**src/rtl/uart_rx_adc_frontend_pkg.sv**
```systemverilog
// ============================================================================
// Module   : uart_rx_adc_frontend_pkg
// Brief    : Shared state encodings, command bytes and parameter reset values.
// Revision : 1.0 - initial release
// ============================================================================
`default_nettype none

package uart_rx_adc_frontend_pkg;

  localparam logic [1:0] RX_IDLE  = 2'd0;
  localparam logic [1:0] RX_START = 2'd1;
  localparam logic [1:0] RX_DATA  = 2'd2;
  localparam logic [1:0] RX_STOP  = 2'd3;

  localparam logic [0:0] DEC_CMD   = 1'b0;
  localparam logic [0:0] DEC_VALUE = 1'b1;

  localparam logic [7:0] CMD_ATTACK  = 8'h61;
  localparam logic [7:0] CMD_DECAY   = 8'h64;
  localparam logic [7:0] CMD_SUSTAIN = 8'h73;
  localparam logic [7:0] CMD_RELAX   = 8'h72;

  localparam logic [7:0] RST_ATTACK  = 8'h10;
  localparam logic [7:0] RST_DECAY   = 8'h10;
  localparam logic [7:0] RST_SUSTAIN = 8'h80;
  localparam logic [7:0] RST_RELAX   = 8'h10;

  typedef enum logic [1:0] {
    SEL_ATTACK  = 2'd0,
    SEL_DECAY   = 2'd1,
    SEL_SUSTAIN = 2'd2,
    SEL_RELAX   = 2'd3
  } param_sel_t;

  typedef struct packed {
    logic       hit;
    param_sel_t sel;
  } cmd_hit_t;

  function automatic cmd_hit_t decode_cmd(input logic [7:0] b);
    cmd_hit_t r;
    r.hit = 1'b1;
    r.sel = SEL_ATTACK;
    case (b)
      CMD_ATTACK:  r.sel = SEL_ATTACK;
      CMD_DECAY:   r.sel = SEL_DECAY;
      CMD_SUSTAIN: r.sel = SEL_SUSTAIN;
      CMD_RELAX:   r.sel = SEL_RELAX;
      default:     r.hit = 1'b0;
    endcase
    return r;
  endfunction

endpackage

`default_nettype wire

```
**src/rtl/uart_rx_adc_frontend_uart_rx.sv**
```systemverilog
// ============================================================================
// Module   : uart_rx
// Brief    : 8N1 UART receiver with input synchronizer; optional break detect
//            selected by UART_RX_BREAK_DETECT_EN.
// Revision : 1.0 - initial release
// ============================================================================
`default_nettype none

module uart_rx
  import uart_rx_adc_frontend_pkg::*;
#(
  parameter int CLK_HZ       = 25000000,
  parameter int BIT_RATE     = 9600,
  parameter int PAYLOAD_BITS = 8
) (
  input  logic                    clk,
  input  logic                    rst_n,
  input  logic                    uart_rxd_i,
  input  logic                    uart_rx_en_i,
  output logic                    uart_rx_valid_o,
  output logic [PAYLOAD_BITS-1:0] uart_rx_data_o,
  output logic                    uart_rx_break_o
);

  localparam int CYCLES_PER_BIT = CLK_HZ / BIT_RATE;
  localparam int HALF_BIT       = CYCLES_PER_BIT / 2;
  localparam int CNT_W          = $clog2(CYCLES_PER_BIT + 1);
  localparam int BIT_W          = (PAYLOAD_BITS > 1) ? $clog2(PAYLOAD_BITS) : 1;

  localparam logic [CNT_W-1:0] HALF_M1 = CNT_W'(HALF_BIT - 1);
  localparam logic [CNT_W-1:0] FULL_M1 = CNT_W'(CYCLES_PER_BIT - 1);
  localparam logic [BIT_W-1:0] LAST_BIT = BIT_W'(PAYLOAD_BITS - 1);

  logic                    sync1_q, sync2_q;
  logic [1:0]              state_q, state_d;
  logic [CNT_W-1:0]        cnt_q, cnt_d;
  logic [BIT_W-1:0]        bit_q, bit_d;
  logic [PAYLOAD_BITS-1:0] shift_q, shift_d;
  logic [PAYLOAD_BITS-1:0] data_q, data_d;
  logic                    valid_q, valid_d;
  logic                    brk_q, brk_d;

  always_comb begin
    state_d = state_q;
    cnt_d   = cnt_q;
    bit_d   = bit_q;
    shift_d = shift_q;
    data_d  = data_q;
    valid_d = 1'b0;
    brk_d   = 1'b0;
    case (state_q)
      RX_IDLE: begin
        if (!sync2_q && uart_rx_en_i) begin
          state_d = RX_START;
          cnt_d   = '0;
          bit_d   = '0;
        end
      end
      RX_START: begin
        if (cnt_q == HALF_M1) begin
          cnt_d   = '0;
          state_d = sync2_q ? RX_IDLE : RX_DATA;
        end else begin
          cnt_d = cnt_q + CNT_W'(1);
        end
      end
      RX_DATA: begin
        if (cnt_q == FULL_M1) begin
          cnt_d   = '0;
          shift_d = {sync2_q, shift_q[PAYLOAD_BITS-1:1]};
          bit_d   = bit_q + BIT_W'(1);
          if (bit_q == LAST_BIT) state_d = RX_STOP;
        end else begin
          cnt_d = cnt_q + CNT_W'(1);
        end
      end
      default: begin
        if (cnt_q == FULL_M1) begin
          cnt_d   = '0;
          state_d = RX_IDLE;
`ifdef UART_RX_BREAK_DETECT_EN
          // Low stop bit: all-zero payload is a break, anything else is dropped.
          if (sync2_q) begin
            valid_d = 1'b1;
            data_d  = shift_q;
          end else if (shift_q == '0) begin
            brk_d = 1'b1;
          end
`else
          valid_d = 1'b1;
          data_d  = shift_q;
`endif
        end else begin
          cnt_d = cnt_q + CNT_W'(1);
        end
      end
    endcase
  end

  always_ff @(posedge clk or negedge rst_n) begin
    if (!rst_n) begin
      sync1_q <= 1'b1;
      sync2_q <= 1'b1;
      state_q <= RX_IDLE;
      cnt_q   <= '0;
      bit_q   <= '0;
      shift_q <= '0;
      data_q  <= '0;
      valid_q <= 1'b0;
      brk_q   <= 1'b0;
    end else begin
      sync1_q <= uart_rxd_i;
      sync2_q <= sync1_q;
      state_q <= state_d;
      cnt_q   <= cnt_d;
      bit_q   <= bit_d;
      shift_q <= shift_d;
      data_q  <= data_d;
      valid_q <= valid_d;
      brk_q   <= brk_d;
    end
  end

  assign uart_rx_valid_o = valid_q;
  assign uart_rx_data_o  = data_q;
  assign uart_rx_break_o = brk_q;

endmodule

`default_nettype wire

```
**src/rtl/uart_rx_adc_frontend.sv**
```systemverilog
// ============================================================================
// Module   : uart_rx_adc_frontend
// Brief    : UART receiver plus two-byte command decoder for the ADSR
//            parameter registers. Macro: UART_RX_BREAK_DETECT_EN.
// Revision : 1.0 - initial release
// ============================================================================
`default_nettype none

module uart_rx_adc_frontend
  import uart_rx_adc_frontend_pkg::*;
#(
  parameter int CLK_HZ       = 25000000,
  parameter int BIT_RATE     = 9600,
  parameter int PAYLOAD_BITS = 8
) (
  input  logic                    clk,
  input  logic                    rst_n,
  input  logic                    uart_rxd,
  input  logic                    uart_rx_en,
  output logic                    uart_rx_valid,
  output logic [PAYLOAD_BITS-1:0] uart_rx_data,
  output logic                    uart_rx_break,
  output logic [7:0]              attack,
  output logic [7:0]              decay,
  output logic [7:0]              sustain,
  output logic [7:0]              relax
);

  uart_rx #(
    .CLK_HZ       (CLK_HZ),
    .BIT_RATE     (BIT_RATE),
    .PAYLOAD_BITS (PAYLOAD_BITS)
  ) u_rx (
    .clk             (clk),
    .rst_n           (rst_n),
    .uart_rxd_i      (uart_rxd),
    .uart_rx_en_i    (uart_rx_en),
    .uart_rx_valid_o (uart_rx_valid),
    .uart_rx_data_o  (uart_rx_data),
    .uart_rx_break_o (uart_rx_break)
  );

  logic [0:0] dec_q, dec_d;
  param_sel_t sel_q, sel_d;
  logic [7:0] attack_q, attack_d, decay_q, decay_d;
  logic [7:0] sustain_q, sustain_d, relax_q, relax_d;
  cmd_hit_t   hit;

  always_comb begin
    dec_d     = dec_q;
    sel_d     = sel_q;
    attack_d  = attack_q;
    decay_d   = decay_q;
    sustain_d = sustain_q;
    relax_d   = relax_q;
    hit       = decode_cmd(uart_rx_data[7:0]);
    if (uart_rx_break) begin
      dec_d = DEC_CMD;
    end else if (uart_rx_valid) begin
      if (dec_q == DEC_CMD) begin
        if (hit.hit) begin
          sel_d = hit.sel;
          dec_d = DEC_VALUE;
        end
      end else begin
        // Value byte is taken verbatim, even if it looks like a command letter.
        dec_d = DEC_CMD;
        case (sel_q)
          SEL_ATTACK:  attack_d  = uart_rx_data[7:0];
          SEL_DECAY:   decay_d   = uart_rx_data[7:0];
          SEL_SUSTAIN: sustain_d = uart_rx_data[7:0];
          SEL_RELAX:   relax_d   = uart_rx_data[7:0];
        endcase
      end
    end
  end

  always_ff @(posedge clk or negedge rst_n) begin
    if (!rst_n) begin
      dec_q     <= DEC_CMD;
      sel_q     <= SEL_ATTACK;
      attack_q  <= RST_ATTACK;
      decay_q   <= RST_DECAY;
      sustain_q <= RST_SUSTAIN;
      relax_q   <= RST_RELAX;
    end else begin
      dec_q     <= dec_d;
      sel_q     <= sel_d;
      attack_q  <= attack_d;
      decay_q   <= decay_d;
      sustain_q <= sustain_d;
      relax_q   <= relax_d;
    end
  end

  assign attack  = attack_q;
  assign decay   = decay_q;
  assign sustain = sustain_q;
  assign relax   = relax_q;

endmodule

`default_nettype wire

```
**config.mk**
```make
export PLATFORM = sky130hd
export DESIGN_NAME = uart_rx_adc_frontend
export DESIGN_NICKNAME = d
export VERILOG_FILES = /design/src/rtl/uart_rx_adc_frontend_pkg.sv /design/src/rtl/uart_rx_adc_frontend_uart_rx.sv /design/src/rtl/uart_rx_adc_frontend.sv
export SDC_FILE = /design/constraint.sdc
export NUM_CORES = 1
export LEC_CHECK = 0
export CORE_MARGIN = 5
export CORE_UTILIZATION = 54
export CTS_CLUSTER_SIZE = 40
export DETAILED_ROUTE_END_ITERATION = 7
export PLACE_DENSITY = 0.88
export SYNTH_ARGS = -nofsm -noshare
export SYNTH_HDL_FRONTEND = slang
export SYNTH_HIERARCHICAL = 1
export SYNTH_SLANG_ARGS = --single-unit
```
**constraint.sdc**
```tcl
create_clock -name clk -period 2.44 [get_ports clk]
set_input_delay 0.488 -clock clk [delete_from_list [all_inputs] [get_ports clk]]
set_output_delay 0.488 -clock clk [all_outputs]
set_load 0.03 [all_outputs]
```
Yosys cells after proc, flatten, opt, wreduce, memory -nomap -nowiden
Cells that the tools add are included.
Widths: inputs -> output; s select.
{ "totals": {"wordCells": 71, "output_inout_bits": 42, "register_bits": 71} }
{ "op_classes": {"eq_ne": 16, "reduce_logical": 17, "n_addsub": 2, "n_mux": 20, "bitwise": 2} }
{ "ops": {"columns": ["cell", "count"], "rows": [
  ["$mux 12", 3],
  ["$eq 8x7->1 const B", 4],
  ["$pmux 12 s2", 1],
  ["$reduce_and 3->1", 6],
  ["$add 12x1->12 const B", 1],
  ["$eq 12x11->1 const B", 1],
  ["$eq 12x12->1 const B", 1],
  ["$mux 2", 6],
  ["$pmux 2 s3", 2],
  ["$ne 2x1->1 const B", 4],
  ["$eq 2x2->1 const B", 3],
  ["$mux 3", 2],
  ["$pmux 3 s2", 1],
  ["$mux 1", 5],
  ["$reduce_and 5->1", 1],
  ["$eq 2x1->1 const B", 2],
  ["$logic_not 2->1", 2],
  ["$reduce_and 2->1", 2],
  ["$reduce_or 4->1", 1],
  ["$add 3x1->3 const B", 1],
  ["$eq 3x3->1 const B", 1],
  ["$reduce_bool 3->1", 1],
  ["$reduce_or 3->1", 1],
  ["$not 1->1", 2],
  ["other kinds (3)", 3]
]} }

Depth between registers and ports, before layout
Gate-level depths: netlist of run 1.
{ "logic_depth": {"ltp_word": 5, "depth_mapped": 6} }

By module
The synthesis of run 1 kept the hierarchy.
{ "modules_own_cells": {"columns": ["module", "cells_each", "n_inst", "area_each_um2", "seq_area_each_um2"], "rows": [
  ["uart_rx", 149, 1, 1806.7, 903.4],
  ["uart_rx_adc_frontend", 99, 1, 1487.7, 880.8]
]} }

Worst setup path after synthesis of run 1
Ideal clock, no wire load.
{ "synth_path": {"path_type": "reg-to-reg", "start": "register u_rx.cnt_q[0]", "end": "register u_rx.data_q[0], in the netlist u_rx/uart_rx_data_o[0]", "path_slack_ns": 0.706, "arrival_time_ns": 1.609, "stages_incl_launch_ff": 7, "n_path_buf": 1, "period_less_slack_ns": 1.734, "cell_sequence": "dfrtp_1 > ha_1 > nor2b_1 > nand4_1 > or3_1 > buf_6 > mux2_4"} }
{ "synth_via": {"elab_chain_cells": 2} }
{ "synth_lines": {"columns": ["element", "line", "text"], "rows": [
  ["start, declared", "uart_rx_adc_frontend_uart_rx.sv:36", "logic [CNT_W-1:0] cnt_q, cnt_d;"],
  ["start signal, assigned", "uart_rx_adc_frontend_uart_rx.sv:115", "cnt_q <= cnt_d;"],
  ["$eq 12x12->1", "uart_rx_adc_frontend_uart_rx.sv:78", "if (cnt_q == FULL_M1) begin"],
  ["$reduce_and 2->1 (no source line)", null, null],
  ["end signal, assigned", "uart_rx_adc_frontend_uart_rx.sv:118", "data_q <= data_d;"],
  ["end, declared", "uart_rx_adc_frontend_uart_rx.sv:39", "logic [PAYLOAD_BITS-1:0] data_q, data_d;"]
]} }
No other way between the ends.
A chain may end at the register's enable or synchronous reset.

Worst setup path in the final report of run 1
{ "layout_path": {"start": "register u_rx.data_q[1], in the netlist u_rx/uart_rx_data_o[1]", "end": "output port uart_rx_data[1]"} }
{ "layout_lines": {"columns": ["element", "line", "text"], "rows": [
  ["end, declared", "uart_rx_adc_frontend.sv:21", "output logic [PAYLOAD_BITS-1:0] uart_rx_data,"]
]} }
No word-level cell between the ends.

==> results.json, run 1 <==
{
  "status": "finished, final reports clean",
  "final_cell_area_um2": 4030,
  "worst-path-buf-inv": 1,
  "viasPerCell": 5.94,
  "final-max-slew-violation-count": 0,
  "arrival_ns": 1.71,
  "netlist_instances": 248,
  "hold_class": "in2async",
  "clockBufferDepth": 2,
  "cp-start-kind": "flop",
  "cts.sinks": 71,
  "maxCapViolCount": 0,
  "hold_viol_final": 0,
  "synth_ff_type": "dfrtp_1",
  "slowest_delay_ns": 0.77,
  "ys_seq_area_frac": 0.542,
  "path_delay_family": "buffers and inverters",
  "fin_cells": 380,
  "fin_crit_sh": 0.901,
  "grt_use_met2": 0.314,
  "p_leak_uw": 0.00182,
  "pre_cts_slack_ns": 0.280,
  "num-nets-final": 308,
  "cp-end-kind": "primary output",
  "max-vdd-ir-drop_mv": 0.366,
  "die-area_um2": 7760,
  "hold_buffers": 0,
  "syn_nets": 256,
  "io_buffers": 44,
  "placed_cell_area_um2": 3820,
  "path_class": "reg2out",
  "fmax_ghz": 0.455,
  "slowest_stage": "clkdlybuf4s50_1",
  "synthesis.area_um2": 3290,
  "wl_per_cell_um": 18.0,
  "use_met3": 0.0630,
  "dp_cells": 364,
  "postLayoutSetupSlackWorst_ns": 0.242,
  "grtUsageMet1": 0.237,
  "drtAntennaViolNets": 0,
  "die_x_um": 88.1,
  "area_growth_syn_to_layout_pct": 22.3,
  "synthArstFlopShare": 1.00,
  "synth.area.top_cells": "dfrtp_1 49%, mux2_2 14%, dfstp_2 4.8%",
  "grt_max_degree": 44,
  "insertion_delay_ns": 0.35,
  "setup_viol": 0,
  "root_buffer": "clkbuf_8",
  "rsz0062_at_grt": "false",
  "cts_tree": "built",
  "cts_made_buffers": 9,
  "crit_chain": "clkdlybuf4s50_1",
  "htree_levels": 3,
  "overflow": 0,
  "core_um2": 5920,
  "clk_pin_slew_ns": 0.08,
  "place.gp.congestion": 0.894,
  "relSlewSlack": 0.566,
  "antenna_cells": 0,
  "rows": 28,
  "critPathMaxFanout": 11,
  "vias": 2258,
  "drc": 0,
  "synth-edff-count": 0,
  "io_pins": 46,
  "drive_above_1_share": 0.298,
  "antenna_found_initial": 0,
  "initial_utilization": 0.556,
  "dpl.hpwl_mm": 4.88,
  "powerDensity_nw_per_um2": 541,
  "top_usage_layer": "met2",
  "cts_setup_buffers": 0,
  "drt-pass1-iter-count": 4,
  "avgSynthCellArea_um2": 13.3,
  "synth.distinct_cells": 58,
  "tightest_slew_ns": 0.651,
  "synth_top_cell_by_area": "dfrtp_1",
  "skew_ns": 0.00874,
  "yosys_warnings": 6,
  "finalSetupTns_ns": 0,
  "fin_crit_ns": 2.20,
  "track_usage": 0.192,
  "wl_mm": 6.85,
  "netlist.area_leader.share": 0.494,
  "first_global_vias": 2218,
  "grt_pass1_wl_mm": 11.3,
  "yosys_register_bits": 71,
  "crit_required_ns": 1.95,
  "die_h_um": 88.1,
  "cts_resized": 0,
  "first_iter_violations": 79
}
==> cell usage in the layout, fill, tap and decap left out, types with 3 or more instances in the layout <==
cell type,instances
dfrtp_1,65
o21ai_0,6
buf_4,5
nor3b_1,4
or3_1,3
nand2_1,5
and2_1,3
o22ai_1,3
inv_1,7
nor2b_1,7
a21oi_1,8
mux2_2,42
nor3_1,3
clkdlybuf4s50_1,43
or4_1,4
a31oi_1,3
dfstp_2,6
o31ai_1,5
o211ai_1,3
clkbuf_8,10
mux2_4,8
ha_1,4
nor2_1,5
nand3_1,5
==> kinds of logic (layout without fill, tap and decap cells) <==
| kind of cell | after synthesis | in the layout | synth area share |
|---|---|---|---|
| compound gates | 40 | 40 | 0.0885 |
| fa+ha+maj | 4 | 4 | 0.0152 |
| simple gates | 63 | 63 | 0.141 |
| flops | 71 | 71 | 0.542 |
| buf+inv | 17 | 74 | 0.0266 |
| xor+xnor | 1 | 1 | 0.00266 |
| other cells | 1 | 1 | 0.00114 |
| mux | 51 | 51 | 0.183 |
==> through the flow <==
| step | total power, µW | util | hold slack, ns |
|---|---|---|---|
| CTS | 2210 | 0.680 | 0.171 |
| global route | 2260 | 0.680 | 0.210 |
| global placement | 1240 | 0.646 | 0.346 |
| finish | 2180 | 0.680 | 0.163 |
| detailed placement | 1240 | 0.646 | 0.347 |
| floorplan | 1210 | - | 0.192 |
==> per-layer routing <==
| layer | part of all wire | wire length [µm] |
|---|---|---|
| met1 | 0.42 | 2910 |
| met2 | 0.50 | 3390 |
| met3 | 0.058 | 397 |
| met4 | 0.022 | 149 |
| met5 | 0 | 0 |
==> synth_stat cells, types with 4 or more instances <==
master	n
dfrtp_1	65
mux2_2	42
a21oi_1	8
mux2_4	8
inv_1	7
nor2b_1	7
dfstp_2	6
o21ai_0	6
nand2_1	5
nand3_1	5
nor2_1	5
o31ai_1	5
ha_1	4
nor3b_1	4
or4_1	4
==> power breakdown <==
group	internal, µW	switching (µW)
Sequential	1180	1.58
Combinational	7.92	27.4
Clock	503	461
Total	1690	489
==> final timing paths <==
path	cells past startpoint	slack, ns	end	start
max in group asynchronous	2	1.57	u_rx/sync2_q	rst_n
hold / removal	1	0.16	attack[2]	rst_n
min in group clk	0	0.36	u_rx/sync2_q	u_rx/sync1_q
setup reg to reg	5	0.43	u_rx/uart_rx_data_o[6]	u_rx/cnt_q[0]
setup / recovery	1	0.24	uart_rx_data[1]	u_rx/uart_rx_data_o[1]
hold reg to reg	0	0.36	u_rx/sync2_q	u_rx/sync1_q
==> flip-flops by register name (all words and copies together) (netlist names) <==
| register | count |
|---|---|
| relax | 8 |
| u_rx/uart_rx_valid_o | 1 |
| u_rx/uart_rx_data_o | 8 |
| u_rx/bit_q | 3 |
| decay | 8 |
| u_rx/sync1_q | 1 |
| attack | 8 |
| u_rx/shift_q | 8 |
| u_rx/cnt_q | 12 |
| sel_q | 2 |
| dec_q | 1 |
| u_rx/state_q | 2 |
| u_rx/sync2_q | 1 |
| sustain | 8 |
==> layout make-up <==
class	instances	area, µm²
clock buffers	10	138
clock inverters	6	67.6
well taps	75	93.8
multi-input cells	160	1420
flip-flops and latches	71	1780
inverters	8	30.0
fillers	419	1890
repair buffers	50	493
No activity file was read; power rests on OpenSTA's default activity.
==> run 2: changes to the inputs <==
--- a/config.mk
+++ b/config.mk
@@ -6,10 +6,10 @@
 export NUM_CORES = 1
 export LEC_CHECK = 0
 export CORE_MARGIN = 5
-export CORE_UTILIZATION = 54
+export CORE_UTILIZATION = 40
 export CTS_CLUSTER_SIZE = 40
 export DETAILED_ROUTE_END_ITERATION = 7
-export PLACE_DENSITY = 0.88
+export PLACE_DENSITY = 0.7
 export SYNTH_ARGS = -nofsm -noshare
 export SYNTH_HDL_FRONTEND = slang
 export SYNTH_HIERARCHICAL = 1
==> run 2 against run 1 <==
Against the previous run: global-route usage shrank 4.9 points; sequential share of layout area down 0.74 points; largest cell class unchanged; wire length shrank 2.4%; critical path depth unchanged; setup slack improved by 0.010 ns; sequential cell count is the same; via count down 1.2%; total power increased by 5.2%; first-iteration DRC count down 18%; critical endpoint unchanged; sequential power about the same; worst hold slack lost 0.020 ns; register-to-register slack lost 0.04 ns.
==> results.json, run 2 (synthesis results as in run 1) <==
{
  "grt_pass1_wl_mm": 11.5,
  "reg2reg_from": "u_rx/cnt_q[0]",
  "clockBufferDepth": 2,
  "top_register": "u_rx/cnt_q",
  "largest_reg_flops": 12,
  "path_delay_family": "buffers and inverters",
  "place.gp.congestion": 0.754,
  "wl_per_cell_um": 16.3,
  "crit_chain": "clkdlybuf4s50_1",
  "hold_buffers": 0,
  "antenna_found_initial": 0,
  "layout_common_cells": "65 x dfrtp_1, 43 x clkdlybuf4s50_1, 42 x mux2_2, 9 x clkbuf_8",
  "skew_ns": 0.00789,
  "core_um2": 8130,
  "drc": 0,
  "track_usage": 0.143,
  "fin_crit_sh": 0.897,
  "grtUsageMet1": 0.183,
  "cts.sinks": 71,
  "first_iter_violations": 65,
  "top_usage_layer": "met2",
  "nFillCells": 717,
  "viasPerCell": 5.43,
  "cp-end-kind": "primary output",
  "slowest_stage": "clkdlybuf4s50_1",
  "max-vdd-ir-drop_mv": 0.316,
  "arrival_ns": 1.70,
  "initial_utilization": 0.405,
  "tightest_slew_ns": 0.516,
  "final_core_utilization": 0.504,
  "wl_mm": 6.69,
  "finalSetupTns_ns": 0,
  "rsz0062_at_grt": "false",
  "drt-pass1-iter-count": 4,
  "grt_max_degree": 72,
  "cts_resized": 0,
  "rrSetupSlack_ns": 0.39,
  "seq_area_um2": 1780,
  "antenna_cells": 0,
  "vias": 2231,
  "drive_above_1_share": 0.301,
  "use_met3": 0.0388,
  "htree_levels": 3,
  "grt_use_met2": 0.233,
  "dpl.hpwl_mm": 4.67,
  "dp_cells": 395,
  "first_global_vias": 2300,
  "die_h_um": 101,
  "cp-start-kind": "flop",
  "p_leak_uw": 0.00184,
  "worst-path-buf-inv": 1,
  "powerDensity_nw_per_um2": 560,
  "drtAntennaViolNets": 0,
  "setup_viol": 0,
  "worst_r2r_endpoint": "u_rx/uart_rx_data_o[5]",
  "clk_pin_slew_ns": 0.08,
  "pre_cts_slack_ns": 0.331,
  "crit_required_ns": 1.95,
  "overflow": 0,
  "slowest_delay_ns": 0.75,
  "maxCapViolCount": 0,
  "die-area_um2": 10200,
  "ff2ff_path_depth": 5,
  "area_growth_syn_to_layout_pct": 24.4,
  "relSlewSlack": 0.656,
  "fin_crit_ns": 2.19,
  "postLayoutSetupSlackWorst_ns": 0.252,
  "fmax_ghz": 0.457,
  "final_cell_area_um2": 4100,
  "rows": 33,
  "cts_setup_buffers": 0,
  "final_common_cell": "dfrtp_1",
  "final-max-slew-violation-count": 0,
  "num-nets-final": 309,
  "cts_tree": "built",
  "status": "finished, final reports clean",
  "cts_made_buffers": 9,
  "io_buffers": 44,
  "path_class": "reg2out",
  "hold_class": "in2async",
  "placed_cell_area_um2": 3870,
  "hold_viol_final": 0,
  "fin_cells": 411,
  "io_pins": 46,
  "insertion_delay_ns": 0.35,
  "multi_input_area_um2": 1420,
  "critPathMaxFanout": 11,
  "root_buffer": "clkbuf_8",
  "die_x_um": 101
}
[run 2: final cells by class]
type | instances | area share
Sequential cell | 71 | 0.435
Clock inverter | 7 | 0.0256
Tap cell | 105 | 0.0321
Inverter | 8 | 0.00733
Multi-Input combinational cell | 160 | 0.347
Timing Repair Buffer | 51 | 0.122
Clock buffer | 9 | 0.0302
[run 2: power by group]
part,total (µW),internal (µW),switching (µW)
Clock,1080,590,488
Combinational,35.2,8.05,27.1
Sequential,1180,1180,1.37
[run 2: worst max path at each step]
stage                            from                endpoint  slack, ns  cells after the start
2_1_floorplan           u_rx/cnt_q[0]  u_rx/uart_rx_data_o[0]       0.71                      6
3_3_place_gp               uart_rx_en           u_rx/cnt_q[9]       0.38                      5
3_5_place_dp               uart_rx_en           u_rx/cnt_q[9]       0.33                      5
4_1_cts        u_rx/uart_rx_data_o[1]         uart_rx_data[1]       0.22                      1
5_1_grt        u_rx/uart_rx_data_o[1]         uart_rx_data[1]       0.18                      1
6_report       u_rx/uart_rx_data_o[1]         uart_rx_data[1]       0.25                      1
[run 2: routing by layer]
layer | share of wire | wire [µm]
met1 | 0.44 | 2970
met4 | 0.011 | 75
met2 | 0.49 | 3290
met5 | 0 | 0
met3 | 0.052 | 345
[run 2: per-stage QoR]
step / hold slack, ns / total power [µW]
after floorplan: 0.192 / 1210
after global placement: 0.349 / 1240
after detailed placement: 0.347 / 1240
after CTS: 0.168 / 2320
after global routing: 0.175 / 2380
final: 0.143 / 2290
==> run 3: changes to the inputs <==
--- a/config.mk
+++ b/config.mk
@@ -9,6 +9,7 @@
 export CORE_UTILIZATION = 40
 export CTS_CLUSTER_SIZE = 40
 export DETAILED_ROUTE_END_ITERATION = 7
+export GPL_TIMING_DRIVEN = 0
 export PLACE_DENSITY = 0.7
 export SYNTH_ARGS = -nofsm -noshare
 export SYNTH_HDL_FRONTEND = slang
==> constraint.sdc (replaced) <==
create_clock -name clk -period 2.44 [get_ports clk]
set_input_delay 0.366 -clock clk [delete_from_list [all_inputs] [get_ports clk]]
set_output_delay 0.366 -clock clk [all_outputs]
set_load 0.03 [all_outputs]
==> run 3 against run 2 <==
Against the previous run: utilization is 0.60 points lower; final cell count increased by 0.49%; first-iteration DRC count is 29% lower; die area unchanged; total power fell by 8.2%; sequential power is essentially flat; sequential share of layout area is 0.52 points higher; maximum frequency increased by 6.1%; critical endpoint is now u_rx/shift_q[6]; largest cell class unchanged.
==> results.json, run 3 (synthesis results as in run 1) <==
{
  "die_h_um": 101,
  "antenna_cells": 0,
  "fin_crit_sh": 0.845,
  "slowest_stage": "dfrtp_1",
  "rows": 33,
  "powerDensity_nw_per_um2": 520,
  "largest_reg_flops": 12,
  "clk_pin_slew_ns": 0.09,
  "hold_viol_final": 0,
  "antenna_found_initial": 0,
  "io_buffers": 44,
  "crit_chain": "ha_1, nor2b_1, nand4_1, nor3_1, buf_4, mux2_2",
  "root_buffer": "clkbuf_8",
  "io_pins": 46,
  "htree_levels": 3,
  "drt-pass1-iter-count": 4,
  "slowest_delay_ns": 0.44,
  "wl_mm": 6.85,
  "die-area_um2": 10200,
  "first_global_vias": 2279,
  "max-vdd-ir-drop_mv": 0.269,
  "dpl.hpwl_mm": 4.73,
  "drive_above_1_share": 0.292,
  "first_iter_violations": 46,
  "worst_r2r_endpoint": "u_rx/shift_q[6]",
  "rrSetupSlack_ns": 0.38,
  "die_x_um": 101,
  "setup_viol": 0,
  "core_um2": 8130,
  "skew_ns": 0.0126,
  "fin_cells": 413,
  "cp-endpoint": "u_rx/shift_q[6]",
  "final_core_utilization": 0.498,
  "overflow": 0,
  "finalSetupTns_ns": 0,
  "hold_ws_ns": 0.138,
  "drtAntennaViolNets": 0,
  "cts_resized": 0,
  "vias": 2218,
  "worst-path-buf-inv": 1,
  "viasPerCell": 5.37,
  "cts_setup_buffers": 0,
  "path_delay_family": "simple AND/OR/NAND/NOR gates",
  "grt_pass1_wl_mm": 11.8,
  "initial_utilization": 0.405,
  "clockBufferDepth": 2,
  "insertion_delay_ns": 0.35,
  "rsz0062_at_grt": "false",
  "layout_common_cells": "65 x dfrtp_1, 43 x clkdlybuf4s50_1, 42 x mux2_2, 9 x clkbuf_8",
  "drc": 0,
  "status": "finished, final reports clean",
  "fin_crit_ns": 2.06,
  "dp_cells": 397,
  "tightest_slew_ns": 0.887,
  "nFillCells": 734,
  "cts_tree": "built",
  "area_growth_syn_to_layout_pct": 22.9,
  "track_usage": 0.148,
  "final-max-slew-violation-count": 0,
  "ff2ff_path_depth": 6,
  "hold_buffers": 0,
  "p_leak_uw": 0.00181,
  "cts.sinks": 71,
  "hold_class": "in2async",
  "fmax_ghz": 0.485,
  "wl_per_cell_um": 16.6,
  "critPathMaxFanout": 10,
  "cp-start-kind": "flop",
  "place.gp.congestion": 0.911,
  "crit_required_ns": 2.68,
  "cts_made_buffers": 9,
  "maxCapViolCount": 0,
  "top_register": "u_rx/cnt_q",
  "cp_num_cells": 6,
  "num-nets-final": 311,
  "final_common_cell": "dfrtp_1",
  "path_class": "reg2reg",
  "arrival_ns": 2.30,
  "relSlewSlack": 0.409,
  "grt_max_degree": 72,
  "critPathLaunch": "u_rx/cnt_q[0]",
  "reg2reg_from": "u_rx/cnt_q[0]",
  "cp-end-kind": "flop"
}
## run 3: changes by cell type in the layout (fill, tap and decap cells not counted), sizes merged
cell / previous run / this run
clkinvlp: 1 / 2
clkbuf: 9 / 13
inv: 9 / 11
buf: 8 / 6
clkinv: 3 / 2
bufinv: 2 / 0
## run 3: final cells by class
type	instances	area (µm²)	share of cell area
multi-input combinational	160	1420	0.351
clock buffer	9	124	0.0306
sequential	71	1780	0.441
timing repair buffer	44	438	0.108
tap	105	131	0.0324
buffer	9	57.6	0.0142
inverter	8	30.0	0.00742
clock inverter	7	61.3	0.0151
## run 3: routing by layer
metal,part of all wire,track usage,vias to the layer above
met4,0.011,0.0528,0
met5,0,0,-
met1,0.45,0.194,1126
met3,0.058,0.0401,8
li1,-,-,1030
met2,0.48,0.235,54
## run 3: how the worst min path moves through the flow
| stage | from | endpoint | depth (start not counted) |
|---|---|---|---|
| finish | rst_n | decay[3] | 1 |
| CTS | rst_n | u_rx/uart_rx_valid_o | 1 |
| global placement | u_rx/sync1_q | u_rx/sync2_q | 0 |
| detailed placement | u_rx/sync1_q | u_rx/sync2_q | 0 |
| global route | rst_n | relax[1] | 1 |
| floorplan | rst_n | attack[0] | 0 |
## run 3: metrics by stage
step           total power, µW  setup slack, ns  area (µm²)
2_1_floorplan             1210            0.706        3290
3_3_place_gp              1240            -1.39        3870
3_5_place_dp              1240            0.367        3860
4_1_cts                   2130            0.379        4050
5_1_grt                   2190            0.143        4050
6_report                  2110            0.378        4050
## run 3: power breakdown
group | internal (µW) | leakage (µW) | switching (µW) | total [µW]
clock network | 388 | 0.0000888 | 504 | 892
registers | 1180 | 0.000945 | 1.08 | 1180
logic | 6.15 | 0.000774 | 27.1 | 33.2
total | 1570 | 0.00181 | 532 | 2110
